`src/rtl/ofmap_piso.sv`:
```
// Parallel-in serial-out stage for the ofmap path: takes one OC0-lane vector and streams it lane 0 first.
// Optional ofmap_last output when OFMAP_PISO_LAST_EN is defined.
module ofmap_piso #(
    parameter int OC0      = 2,
    parameter int DATA_WID = 32
) (
    input  logic                    clk,
    input  logic                    rst,
    input  logic [OC0*DATA_WID-1:0] par_dat,
    input  logic                    par_vld,
    output logic                    par_rdy,
    output logic [DATA_WID-1:0]     ofmap_dat,
    output logic                    ofmap_vld,
    input  logic                    ofmap_rdy,
`ifdef OFMAP_PISO_LAST_EN
    output logic                    ofmap_last,
`endif
    output logic                    busy
);
    localparam int IDX_WID = $clog2(OC0) + 1;
    localparam logic [IDX_WID-1:0] IDX_LAST = IDX_WID'(OC0 - 1);

    typedef enum logic [0:0] {IDLE, SEND} state_t;

    state_t                  state, state_nxt;
    logic [IDX_WID-1:0]      idx, idx_nxt;
    logic [OC0*DATA_WID-1:0] hold;
    logic                    load;
    logic                    last;

    assign last = (idx == IDX_LAST);

    always_ff @(posedge clk or posedge rst) begin
        if (rst) begin
            state <= IDLE;
            idx   <= '0;
            hold  <= '0;
        end else begin
            state <= state_nxt;
            idx   <= idx_nxt;
            if (load) hold <= par_dat;
        end
    end

    // A new vector may be taken on the same edge the last word leaves, so back-to-back vectors have no bubble.
    always_comb begin
        state_nxt = state;
        idx_nxt   = idx;
        load      = 1'b0;
        par_rdy   = 1'b0;
        ofmap_vld = 1'b0;
        case (state)
            IDLE: begin
                par_rdy = 1'b1;
                if (par_vld) begin
                    load      = 1'b1;
                    idx_nxt   = '0;
                    state_nxt = SEND;
                end
            end
            SEND: begin
                ofmap_vld = 1'b1;
                par_rdy   = last && ofmap_rdy;
                if (ofmap_rdy) begin
                    if (!last) begin
                        idx_nxt = idx + IDX_WID'(1);
                    end else if (par_vld) begin
                        load    = 1'b1;
                        idx_nxt = '0;
                    end else begin
                        idx_nxt   = '0;
                        state_nxt = IDLE;
                    end
                end
            end
            default: state_nxt = IDLE;
        endcase
    end

    // Output word is a plain mux over the hold register, zero when nothing is held.
    always_comb begin
        ofmap_dat = '0;
        for (int k = 0; k < OC0; k++)
            if (ofmap_vld && idx == IDX_WID'(k))
                ofmap_dat = hold[k*DATA_WID +: DATA_WID];
    end

    assign busy = ofmap_vld;

`ifdef OFMAP_PISO_LAST_EN
    assign ofmap_last = ofmap_vld && last;
`endif

endmodule

```
`config.mk`:
```
export PLATFORM = sky130hd
export DESIGN_NAME = ofmap_piso
export DESIGN_NICKNAME = d
export VERILOG_FILES = /design/src/rtl/ofmap_piso.sv
export SDC_FILE = /design/constraint.sdc
export NUM_CORES = 1
export LEC_CHECK = 0
export ABC_AREA = 1
export BUFFER_PORTS_ARGS = -buffer_cell sky130_fd_sc_hd__buf_2
export CAP_MARGIN = 20
export CORE_MARGIN = 1
export CORE_UTILIZATION = 46
export CTS_CLUSTER_SIZE = 25
export DETAILED_ROUTE_END_ITERATION = 10
export PLACE_DENSITY = 0.73
export SETUP_SLACK_MARGIN = 0.3
export SLEW_MARGIN = 20
export SYNTH_ARGS = -nofsm -noshare
export SYNTH_HDL_FRONTEND = slang
export SYNTH_SLANG_ARGS = --single-unit
```
`constraint.sdc`:
```
create_clock -name clk -period 2.2 [get_ports clk]
set_clock_uncertainty 0.05 [all_clocks]
set_input_delay 0.44 -clock clk [delete_from_list [all_inputs] [get_ports clk]]
set_output_delay 0.44 -clock clk [all_outputs]
set_load 0.01 [all_outputs]
```
# Word-level counts from Yosys, hierarchy flattened
# Index checks and enable logic that the tools add are counted.
# word_totals
ff_bits,67
output_inout_bits,35
elab_cells,28
# op_classes
addsub,1
n_bitwise,1
n_eq_ne,3
n_reduce_logical,5
mux,15
# op_table
operator,n
$mux 32,2
$mux 1,6
$mux 2,3
$pmux 1 s2,3
$ne 2x2->1 const B,2
$pmux 2 s2,1
$logic_and 1x1->1,3
$add 2x1->2 const B,1
$eq 2x1->1 const B,1
$logic_not 2->1,1
$reduce_and 2->1,1
$not 1->1,1

# Logic depth before layout (Yosys ltp)
# Gate-level depths: netlist of the first run.
# logic_depth
ltp_word,4
ltp_mapped,7
mapped_depth_nobuf,6

# Worst setup path before layout of the first run
# No wires, ideal clock.
# synth_timing
path_type,reg2out
startpoint,register state
endpoint,output port ofmap_dat[10]
n_path_buf,1
path_stages_with_launch,4
arrival_ps,1094
t_required_ps,1710
setup_slack_ps,616
cell_sequence,dfrtp_1 -> nand3_1 -> buf_2 -> o22ai_1
# synth_between
elab_chain_len,4
word_cells_on_any_way,5
cone_classes,3 x mux; 2 x reduce/logical
# synth_lines
element,line_no,rtl
from (decl),25,"state_t state, state_nxt;"
from (signal assigned),39,state <= state_nxt;
$mux 1 (*),52,case (state)
$logic_and 1x1->1,84,if (ofmap_vld && idx == IDX_WID'(k))
$mux 32,84,
$mux 32 (*),84,
to (decl),12,"output logic [DATA_WID-1:0] ofmap_dat,"
# Mark *: on every way between the ends. The rest lies on a longest branch, timed or not.

# Final worst setup path of the first run
# layout_timing
startpoint,register idx[1]
endpoint,output port ofmap_dat[19]
# layout_between
elab_chain_len,4
word_cells_on_any_way,6
cone_classes,1 x eq/ne; 2 x mux; 3 x reduce/logical
# layout_lines
element,line_no,rtl
from (decl),26,"logic [IDX_WID-1:0] idx, idx_nxt;"
from (signal assigned),40,idx <= idx_nxt;
$logic_not 2->1,84,
$logic_and 1x1->1,84,
$mux 32,84,
$mux 32 (*),84,
# Marked as above.

==> results of run 1 <==
==> cell usage in the layout (no fill, tap or decap), types with 3 or more instances in the layout <==
| master | instances |
|---|---|
| buf_2 | 102 |
| nand2_1 | 131 |
| nand3_1 | 66 |
| o22ai_1 | 27 |
| clkinv_2 | 3 |
| o22ai_2 | 5 |
| buf_4 | 11 |
| clkbuf_8 | 10 |
| dfrtp_1 | 66 |
| inv_1 | 65 |
==> critical path: cells and delay by family (launching register included) <==
family | cells | cell delay, ps
buffers and inverters | 3 | 440
DFF | 1 | 370
AOI/OAI and AO/OA | 1 | 180
and+or+nand+nor | 1 | 110
==> how the worst max path moves through the flow <==
| stage | cells past startpoint | end |
|---|---|---|
| detailed placement | 4 | ofmap_dat[16] |
| global placement | 4 | ofmap_dat[16] |
| global route | 5 | ofmap_dat[26] |
| CTS | 5 | ofmap_dat[0] |
| floorplan | 3 | ofmap_dat[10] |
| finish | 5 | ofmap_dat[19] |
==> state kept, by name, summed over array words and instances (netlist names) <==
| register | cells |
|---|---|
| idx | 2 |
| state | 1 |
| hold | 64 |
==> what timing repair did <==
action	4_1_cts	5_1_grt
hold buffers	0	0
cloned	3	0
resized for setup	13	11
buffers inserted	4	0
setup endpoints to repair	32	32
==> kinds of logic (layout without fill, tap and decap cells) <==
| kind of cell | Yosys count | in the layout | share of synthesized area, % |
|---|---|---|---|
| flops | 67 | 67 | 52.7 |
| buf+inv | 95 | 203 | 13.9 |
| simple gates | 201 | 201 | 26.6 |
| compound gates | 35 | 35 | 6.77 |
==> metrics by stage <==
step / worst slack, ps / hold WS [ps] / util (%) / instance area [µm²] / total power [µW]
finish: 267 / 130 / 62.0 / 4030 / 5540
global route: 202 / 163 / 62.0 / 4030 / 6040
CTS: 260 / 148 / 61.5 / 3990 / 5530
detailed placement: 534 / 408 / 57.0 / 3700 / 4380
global placement: 564 / 403 / 57.0 / 3700 / 4300
floorplan: 616 / 392 / - / 3180 / 3630
==> power by group through the flow <==
stage / logic (µW) / clock network (µW) / registers (µW)
after floorplan: 1560 / 0 / 2070
after global placement: 2170 / 0 / 2130
after detailed placement: 2230 / 0 / 2150
after CTS: 2360 / 1030 / 2140
after global routing: 2730 / 1080 / 2220
final: 2400 / 1000 / 2150
==> layer usage <==
layer  wire (µm)  vias to the layer above
met1        3380                     1307
met4         102                        0
met2        3760                       97
met5           0                        -
met3         436                        9
li1            -                     1452
==> final cells by class <==
cell class / instances / area (µm²)
clock inverter: 5 / 52.6
fill: 579 / 2470
inverter: 68 / 259
clock buffer: 11 / 141
multi-input combinational: 236 / 1120
sequential: 67 / 1680
tap: 77 / 96.3
timing repair buffer: 119 / 686
==> metrics.csv, run 1 <==
stage,metric,value,unit
yosys,synth.area.top_cells,"dfrtp_1, nand2_1, nand3_1",
clock_tree,clkTransAtPathRegs,70,ps
setup_path,r2r-end,hold[48],
yosys,synth.most_common_cell,nand2_1,
route,vias,2865,
yosys,synth-seq-cells,67,
floorplan,fp.dieArea,7250,µm²
global_routing,grt_pass1_vias,2946,
setup_path,cp.arrival,1440,ps
global_routing,grt_overflow_total,0,
run,cap_violations,0,
power,clockPowerShare,18.0,%
yosys,synth-async-reset-ratio,100,%
yosys,synth_fp_nets,466,
route,drtPass1Iterations,4,
global_routing,grtUsageMet2,41.2,%
timing,slew_viol_final,0,
timing,finalSetupTns,0,ps
floorplan,core,6490,µm²
place,placed_cells_incl_taps,560,
power,p_sw,2180,µW
route,drt_wl_total,7.68,mm
setup_path,r2r_start,idx[1],
clock_tree,htreeDepth,3,
place,dpl.hpwl,4.89,mm
final_layout,finalNonFillerCells,583,
setup_path,criticalPathCategory,flop to output port,
power,p_int,3370,µW
global_routing,use_met1,28.4,%
setup_path,reg2reg_slack,590,ps
setup_path,crit_path_start,idx[1],
floorplan,die_h,85.1,µm
yosys,syn_area,3180,µm²
final_layout,area.growth.synth_to_final,26.7,%
clock_tree,cts_buffers,9,
timing,rsz0062_at_grt,true,
timing,setup_viol,0,
global_routing,grt_pass1_wl,13.2,mm
floorplan,ios,103,
floorplan,die_w,85.1,µm
power,ir_drop,0.712,mV
yosys,synth_commonest_cells,"nand2_1, inv_1, nand3_1, dfrtp_1, o22ai_1",
setup_path,critPathCaptureType,output port,
floorplan,row_count,29,
clock_tree,numClockSinks,67,
route,avgRoutedWirePerCell,13.2,µm
power,leakagePower,0.00233,µW
global_routing,grt_usage,23.5,%
final_layout,final_layout_size_suffix_gt1_share,29.1,%
clock_tree,clk_latency,330,ps
yosys,ys.flop_type,dfrtp_1,
power,p_comb_share,43.2,%
yosys,yosysSeqAreaShare,52.7,%
global_routing,antenna_found_initial,0,
yosys,ys_warn_count,0,
global_routing,grt_max_degree,68,
route,dr.first_iter.drc_count,118,
setup_path,crit_path_max_fanout,15,
route,drc,0,
setup_path,r2r.worst_path.cells,7,
yosys,synthCells,398,
power,swShare,39.3,%
power,pwr-share-seq,38.7,%
setup_path,critPathRequiredTime,1710,ps
global_routing,gr-usage-met3,3.99,%
setup_path,cp_slowest_cell,dfrtp_1,
hold_path,holdCritPathClass,input port to async pin,
timing,period_minus_slack,1930,ps
setup_path,start_kind,flop,
run_status,status,"complete, no violations",
power,p_per_area,1380,nW/µm²
timing,relSlewSlack,68.9,%
timing,max_slew.worst_pin.slew,467,ps
yosys,synth_edf_count,0,
floorplan,start_util,49.0,%
yosys,synth_top_area_share,52.7,%
clock_tree,cts-root-buf,clkbuf_8,
yosys,syn_area_per_cell,7.99,µm²
timing,max_clock_freq,517,MHz
global_routing,grt.busiest_layer,met2,
yosys,synth_cell_type_count,11,
route,antenna_left,0,
place,place_congestion,0.791,
setup_path,crit_path_cell_trace,"inv_2, nand3_4, buf_8, o22ai_1, buf_2",
setup_path,slowest_delay,370,ps
timing,final_hold_viol_count,0,
place,io_buffers,102,
final_layout,diodes,0,
route,via_per_inst,4.91,
clock_tree,clockBufferDepth,2,
final_layout,nNetsFinal,569,
timing,post-route-period-util,87.9,%
clock_tree,tritoncts,done,
yosys,synth_largest_area_cell,dfrtp_1,
Note: power is estimated with default switching activity, not from simulation.
==> inputs of run 2 (changes only) <==
--- a/config.mk
+++ b/config.mk
@@ -5,14 +5,13 @@
 export SDC_FILE = /design/constraint.sdc
 export NUM_CORES = 1
 export LEC_CHECK = 0
-export ABC_AREA = 1
 export BUFFER_PORTS_ARGS = -buffer_cell sky130_fd_sc_hd__buf_2
 export CAP_MARGIN = 20
 export CORE_MARGIN = 1
-export CORE_UTILIZATION = 46
+export CORE_UTILIZATION = 44
 export CTS_CLUSTER_SIZE = 25
 export DETAILED_ROUTE_END_ITERATION = 10
-export PLACE_DENSITY = 0.73
+export PLACE_DENSITY = 0.72
 export SETUP_SLACK_MARGIN = 0.3
 export SLEW_MARGIN = 20
 export SYNTH_ARGS = -nofsm -noshare
==> run 2 against run 1 <==
Effect of this change:
- register-to-register slack lost 190 ps
- combinational power about the same
- synthesized cell count is 52% lower
- global-route usage is 4.1 points lower
- first-iteration DRC count is 46% lower
- sequential cell count did not move
- sequential share of layout area increased by 3.3 points
- die area shrank 5.1%
- design area fell by 7.2%
- worst hold slack improved by 25 ps
- critical path depth unchanged
- worst setup slack got worse by 170 ps
- largest cell class unchanged
- highest routed layer unchanged
==> metrics.csv, run 2 <==
stage,metric,value,unit
route,vias,1985,
setup_path,r2r_start,idx[1],
place,place_congestion,0.757,
route,via_per_inst,5.14,
final_layout,top_regs,"hold: 64 flops, idx: 2 flops, state: 1 flops",
clock_tree,clockBufferDepth,2,
route,avgRoutedWirePerCell,15.5,µm
timing,relSlewSlack,76.3,%
yosys,synth-xor-area-share,0.304,%
clock_tree,cts_buffers,9,
clock_tree,cts-root-buf,clkbuf_8,
clock_tree,clkTransAtPathRegs,70,ps
global_routing,grt_max_degree,68,
power,swShare,33.5,%
yosys,synth-async-reset-ratio,100,%
setup_path,r2r.worst_path.cells,5,
yosys,yosysSeqAreaShare,58.2,%
floorplan,core,6350,µm²
timing,setup_viol,0,
timing,hold_slack,154,ps
timing,finalSetupTns,0,ps
final_layout,final_cell_mix,"buf_2, dfrtp_1, mux2_1",
clock_tree,htreeDepth,3,
floorplan,fp.dieArea,6880,µm²
yosys,synth_largest_area_cell,dfrtp_1,
timing,slew_viol_final,0,
final_layout,nNetsFinal,372,
final_layout,regMostFlops,hold,
setup_path,cp.arrival,1610,ps
final_layout,largest_register_ffs,64,
yosys,synth-seq-cells,67,
timing,period_minus_slack,2100,ps
power,p_per_area,1450,nW/µm²
setup_path,critPathRequiredTime,1710,ps
yosys,ys_warn_count,0,
route,dr.first_iter.drc_count,64,
setup_path,crit_path_max_fanout,9,
yosys,syn_area_per_cell,15.0,µm²
yosys,synth_top_area_share,58.2,%
floorplan,row_count,29,
route,antenna_left,0,
floorplan,die_w,82.9,µm
place,io_buffers,102,
run_status,status,"complete, no violations",
power,p_comb_share,44.1,%
final_layout,diodes,0,
clock_tree,clk_latency,330,ps
hold_path,holdCritPathClass,input port to async pin,
timing,final_hold_viol_count,0,
route,drtPass1Iterations,4,
yosys,synthMuxAreaShare,25.0,%
timing,max_slew.worst_pin.slew,356,ps
yosys,synth.most_common_cell,dfrtp_1,
power,pwr-share-seq,39.6,%
global_routing,grt_overflow_total,0,
setup_path,start_kind,flop,
timing,max_clock_freq,475,MHz
global_routing,antenna_found_initial,0,
power,clockPowerShare,16.3,%
yosys,synth.area.top_cells,"dfrtp_1, mux2_1, a22o_1",
yosys,synth_commonest_cells,"dfrtp_1, mux2_1, a22o_1, buf_6",
final_layout,final_layout_size_suffix_gt1_share,44.7,%
power,leakagePower,0.00180,µW
power,p_sw,1820,µW
yosys,synth_edf_count,0,
clock_tree,tritoncts,done,
final_layout,final_common_cell,buf_2,
yosys,synth_cell_type_count,18,
yosys,syn_area,2880,µm²
timing,post-route-period-util,95.6,%
place,dpl.hpwl,3.83,mm
floorplan,start_util,45.4,%
yosys,ys.flop_type,dfrtp_1,
setup_path,r2r-end,hold[49],
run,cap_violations,0,
setup_path,reg2reg_slack,400,ps
timing,rsz0062_at_grt,true,
floorplan,ios,103,
route,drc,0,
global_routing,grt_pass1_vias,2094,
setup_path,critPathCaptureType,output port,
clock_tree,numClockSinks,67,
yosys,synthCells,192,
setup_path,criticalPathCategory,flop to output port,
yosys,synthAdderAreaFrac,0,%
yosys,synth_fp_nets,260,
yosys,synth_compound_area_share,10.6,%
floorplan,die_h,82.9,µm
yosys,synth_simple_gate_area_share,2.08,%
power,ir_drop,0.975,mV
final_layout,area.growth.synth_to_final,29.8,%
power,p_int,3620,µW
global_routing,grt_usage,19.3,%
global_routing,grt_pass1_wl,10.3,mm
route,drt_wl_total,5.99,mm
yosys,synth_top_family_by_area,multiplexers,
-- run 2: cell count changes in the layout (fill, tap and decap cells not counted), moves of 4 or more --
cell      change
nand2_1     -129
inv_1        -65
nand3_1      -65
mux2_1       +60
a22o_1       +32
o22ai_1      -27
buf_4         -6
o22ai_2       -5
mux2_2        +4
nand2b_1      +4
-- run 2: how the worst max path moves through the flow --
stage	start	to	slack, ps	depth (start not counted)
finish	idx[0]	ofmap_dat[21]	100	5
detailed placement	state	ofmap_dat[0]	440	4
floorplan	state	ofmap_dat[10]	430	4
CTS	idx[0]	ofmap_dat[0]	130	5
global route	idx[0]	ofmap_dat[21]	10	5
global placement	state	ofmap_dat[0]	460	4
-- run 2: worst max-delay path, cell delays in order (launching register included) --
cell and delay [ps]:
dfrtp_2 430, nor3b_4 260, buf_4 180, buf_16 130
a22o_1 150, buf_2 130
-- run 2: metal layers --
layer / share of wire (%) / track usage, %
met1: 46 / 25.2
met2: 48 / 30.5
met3: 4.0 / 3.68
met4: 2.2 / 10.8
met5: 0 / 0
-- run 2: logic make-up after synthesis --
kind of cell              count (synthesis)
AOI/OAI and AO/OA                        35
xor gates and xnor gates                  1
buffers and inverters                    15
DFF                                      67
muxes                                    64
and+or+nand+nor                          10
-- run 2: power by group through the flow --
stage	Sequential (µW)	Combinational, µW	Clock (µW)
global placement	2140	2160	0
floorplan	2080	1530	0
finish	2150	2400	889
CTS	2150	2420	917
global route	2230	2600	977
detailed placement	2190	2200	0
-- run 2: area by class of cell --
cell class	count	area, µm²
multi-input combinational	110	1110
sequential	67	1680
clock buffer	14	163
fill	540	2610
tap	77	96.3
inverter	1	7.51
timing repair buffer	115	676
clock inverter	2	10.0
-- run 2: stage by stage --
stage	util, %	worst slack, ps	std cells	power [µW]	cell area (µm²)
after CTS	58.9	125	386	5490	3740
final	58.9	95.8	386	5440	3740
after floorplan	-	430	192	3610	2890
after global routing	58.9	14.9	386	5810	3740
after detailed placement	54.5	437	363	4380	3460
after global placement	54.5	459	363	4300	3460
-- run 2: what timing repair did --
action,CTS,global route
pin swaps,2,0
hold buffers,0,0
buffers inserted,5,0
cloned,2,0
gates resized for setup,12,1
setup endpoints to repair,32,33
==> inputs of run 3 (changes only) <==
--- a/config.mk
+++ b/config.mk
@@ -11,6 +11,7 @@
 export CORE_UTILIZATION = 44
 export CTS_CLUSTER_SIZE = 25
 export DETAILED_ROUTE_END_ITERATION = 10
+export MAX_ROUTING_LAYER = met4
 export PLACE_DENSITY = 0.72
 export SETUP_SLACK_MARGIN = 0.3
 export SLEW_MARGIN = 20
==> run 3 against run 2 <==
Effect of this change:
- count of clock-buffer cells in the layout did not move
- core utilization did not move
- sequential cell count did not move
- design area did not move
- register-to-register slack barely moved
- routed wire length rose by 0.33%
- die area did not move
- worst hold slack improved by 5.0 ps
==> metrics.csv, run 3 (same netlist as run 2, synthesis figures left out) <==
stage,metric,value,unit
final_layout,final_common_cell,buf_2,
timing,max_slew.worst_pin.slew,358,ps
setup_path,critPathCaptureType,output port,
floorplan,row_count,29,
clock_tree,cts_hold_buf,0,
final_layout,finalInstanceArea,3740,µm²
final_layout,final-seq-area,1680,µm²
run,cap_violations,0,
power,leakagePower,0.00180,µW
global_routing,grt_pass1_vias,2102,
final_layout,nNetsFinal,372,
setup_path,r2r-end,hold[20],
power,clockPowerShare,16.4,%
route,antenna_left,0,
final_layout,largest_register_ffs,64,
setup_path,cp_slowest_cell,dfrtp_2,
power,p_per_area,1460,nW/µm²
power,p_sw,1830,µW
final_layout,top_regs,"hold: 64 flops, idx: 2 flops, state: 1 flops",
timing,finalSetupTns,0,ps
timing,setup_ws,98.8,ps
timing,relSlewSlack,76.1,%
timing,period_minus_slack,2100,ps
floorplan,core,6350,µm²
clock_tree,tritoncts,done,
final_layout,regMostFlops,hold,
final_layout,n_fill_cell,540,
setup_path,slowest_delay,430,ps
power,p_comb_share,44.1,%
route,drtPass1Iterations,4,
setup_path,criticalPathCategory,flop to output port,
power,pwr-share-seq,39.6,%
clock_tree,clkTransAtPathRegs,60,ps
final_layout,final_cell_mix,"buf_2, dfrtp_1, mux2_1",
setup_path,reg2reg_slack,400,ps
clock_tree,cts-root-buf,clkbuf_8,
clock_tree,numClockSinks,67,
hold_path,holdCritPathClass,input port to async pin,
place,io_buffers,102,
place,dpl.hpwl,3.83,mm
timing,final_hold_viol_count,0,
route,dr.first_iter.drc_count,56,
route,drt_wl_total,6.01,mm
setup_path,start_kind,flop,
setup_path,r2r.worst_path.cells,5,
final_layout,diodes,0,
clock_tree,clk_latency,330,ps
place,place_congestion,0.767,
route,avgRoutedWirePerCell,15.6,µm
route,vias,2004,
global_routing,grt_overflow_total,0,
power,swShare,33.6,%
floorplan,die_w,82.9,µm
setup_path,cp_top_family,buffers and inverters,
clock_tree,cts_buffers,9,
final_layout,multi_input_area,1110,µm²
power,p_total,5450,µW
timing,max_clock_freq,476,MHz
power,p_int,3620,µW
clock_tree,clockBufferDepth,2,
timing,setup_viol,0,
route,via_per_inst,5.19,
setup_path,critPathRequiredTime,1710,ps
clock_tree,htreeDepth,3,
route,drc,0,
setup_path,cp.arrival,1610,ps
floorplan,fp.dieArea,6880,µm²
global_routing,grt_usage,19.9,%
timing,slew_viol_final,0,
global_routing,grt_max_degree,68,
timing,post-route-period-util,95.5,%
setup_path,critPathBufInv,3,
floorplan,start_util,45.4,%
setup_path,crit_path_cell_trace,"nor3b_4, buf_4, buf_16, a22o_1, buf_2",
run_status,status,"complete, no violations",
setup_path,crit_path_max_fanout,9,
floorplan,ios,103,
final_layout,final_layout_size_suffix_gt1_share,44.7,%
power,ir_drop,0.979,mV
place,placed_cell_area,3460,µm²
global_routing,grt_pass1_wl,10.3,mm
timing,rsz0062_at_grt,true,
floorplan,die_h,82.9,µm
setup_path,r2r_start,idx[1],
place,preCtsSetupSlack,437,ps
final_layout,area.growth.synth_to_final,29.8,%
global_routing,antenna_found_initial,0,
run 3: cell counts in the layout (fill, tap and decap cells not counted):
Identical to the previous run, type by type.
run 3: how the worst max path moves through the flow:
stage,start,end,slack (ps),depth (start not counted)
floorplan,state,ofmap_dat[10],430,4
global placement,state,ofmap_dat[0],460,4
detailed placement,state,ofmap_dat[0],440,4
CTS,idx[0],ofmap_dat[0],130,5
global route,idx[0],ofmap_dat[21],10,5
finish,idx[0],ofmap_dat[21],100,5
run 3: final cells by class:
class                           count  area share, %
Timing Repair Buffer              115           18.1
Inverter                            1          0.201
Clock buffer                       14           4.35
Multi-Input combinational cell    110           29.6
Tap cell                           77           2.58
Clock inverter                      2          0.268
Sequential cell                    67           44.9
run 3: repair_timing:
item                                    in CTS  in global routing
endpoints found under the hold margin        0                  0
endpoints found under the setup margin      32                 33
gates resized for setup                     12                  1
pin swaps                                    2                  0
cloned                                       2                  0
buffers inserted                             5                  0
run 3: power groups by stage:
stage	Clock [µW]	Sequential [µW]	Combinational, µW
after global placement	0	2140	2160
final	891	2150	2400
after global routing	977	2230	2600
after floorplan	0	2080	1530
after CTS	917	2150	2420
after detailed placement	0	2190	2200
run 3: layer usage:
metal / vias up / routed length [µm] / global-route usage, %
met3: 11 / 271 / 3.78
met4: 0 / 131 / 10.8
li1: 936 / - / -
met2: 63 / 2900 / 30.8
met1: 994 / 2710 / 24.8
met5: - / 0 / -
run 3: worst min-delay path, stage by stage:
cell        delay (ps)
buf_2              110
clkinvlp_4          70
buf_12             310
run 3: stage by stage:
stage	std cells	util, %	hold slack [ps]
after floorplan	192	-	409
after global placement	363	54.5	417
after detailed placement	363	54.5	425
after CTS	386	58.9	154
after global routing	386	58.9	171
final	386	58.9	159
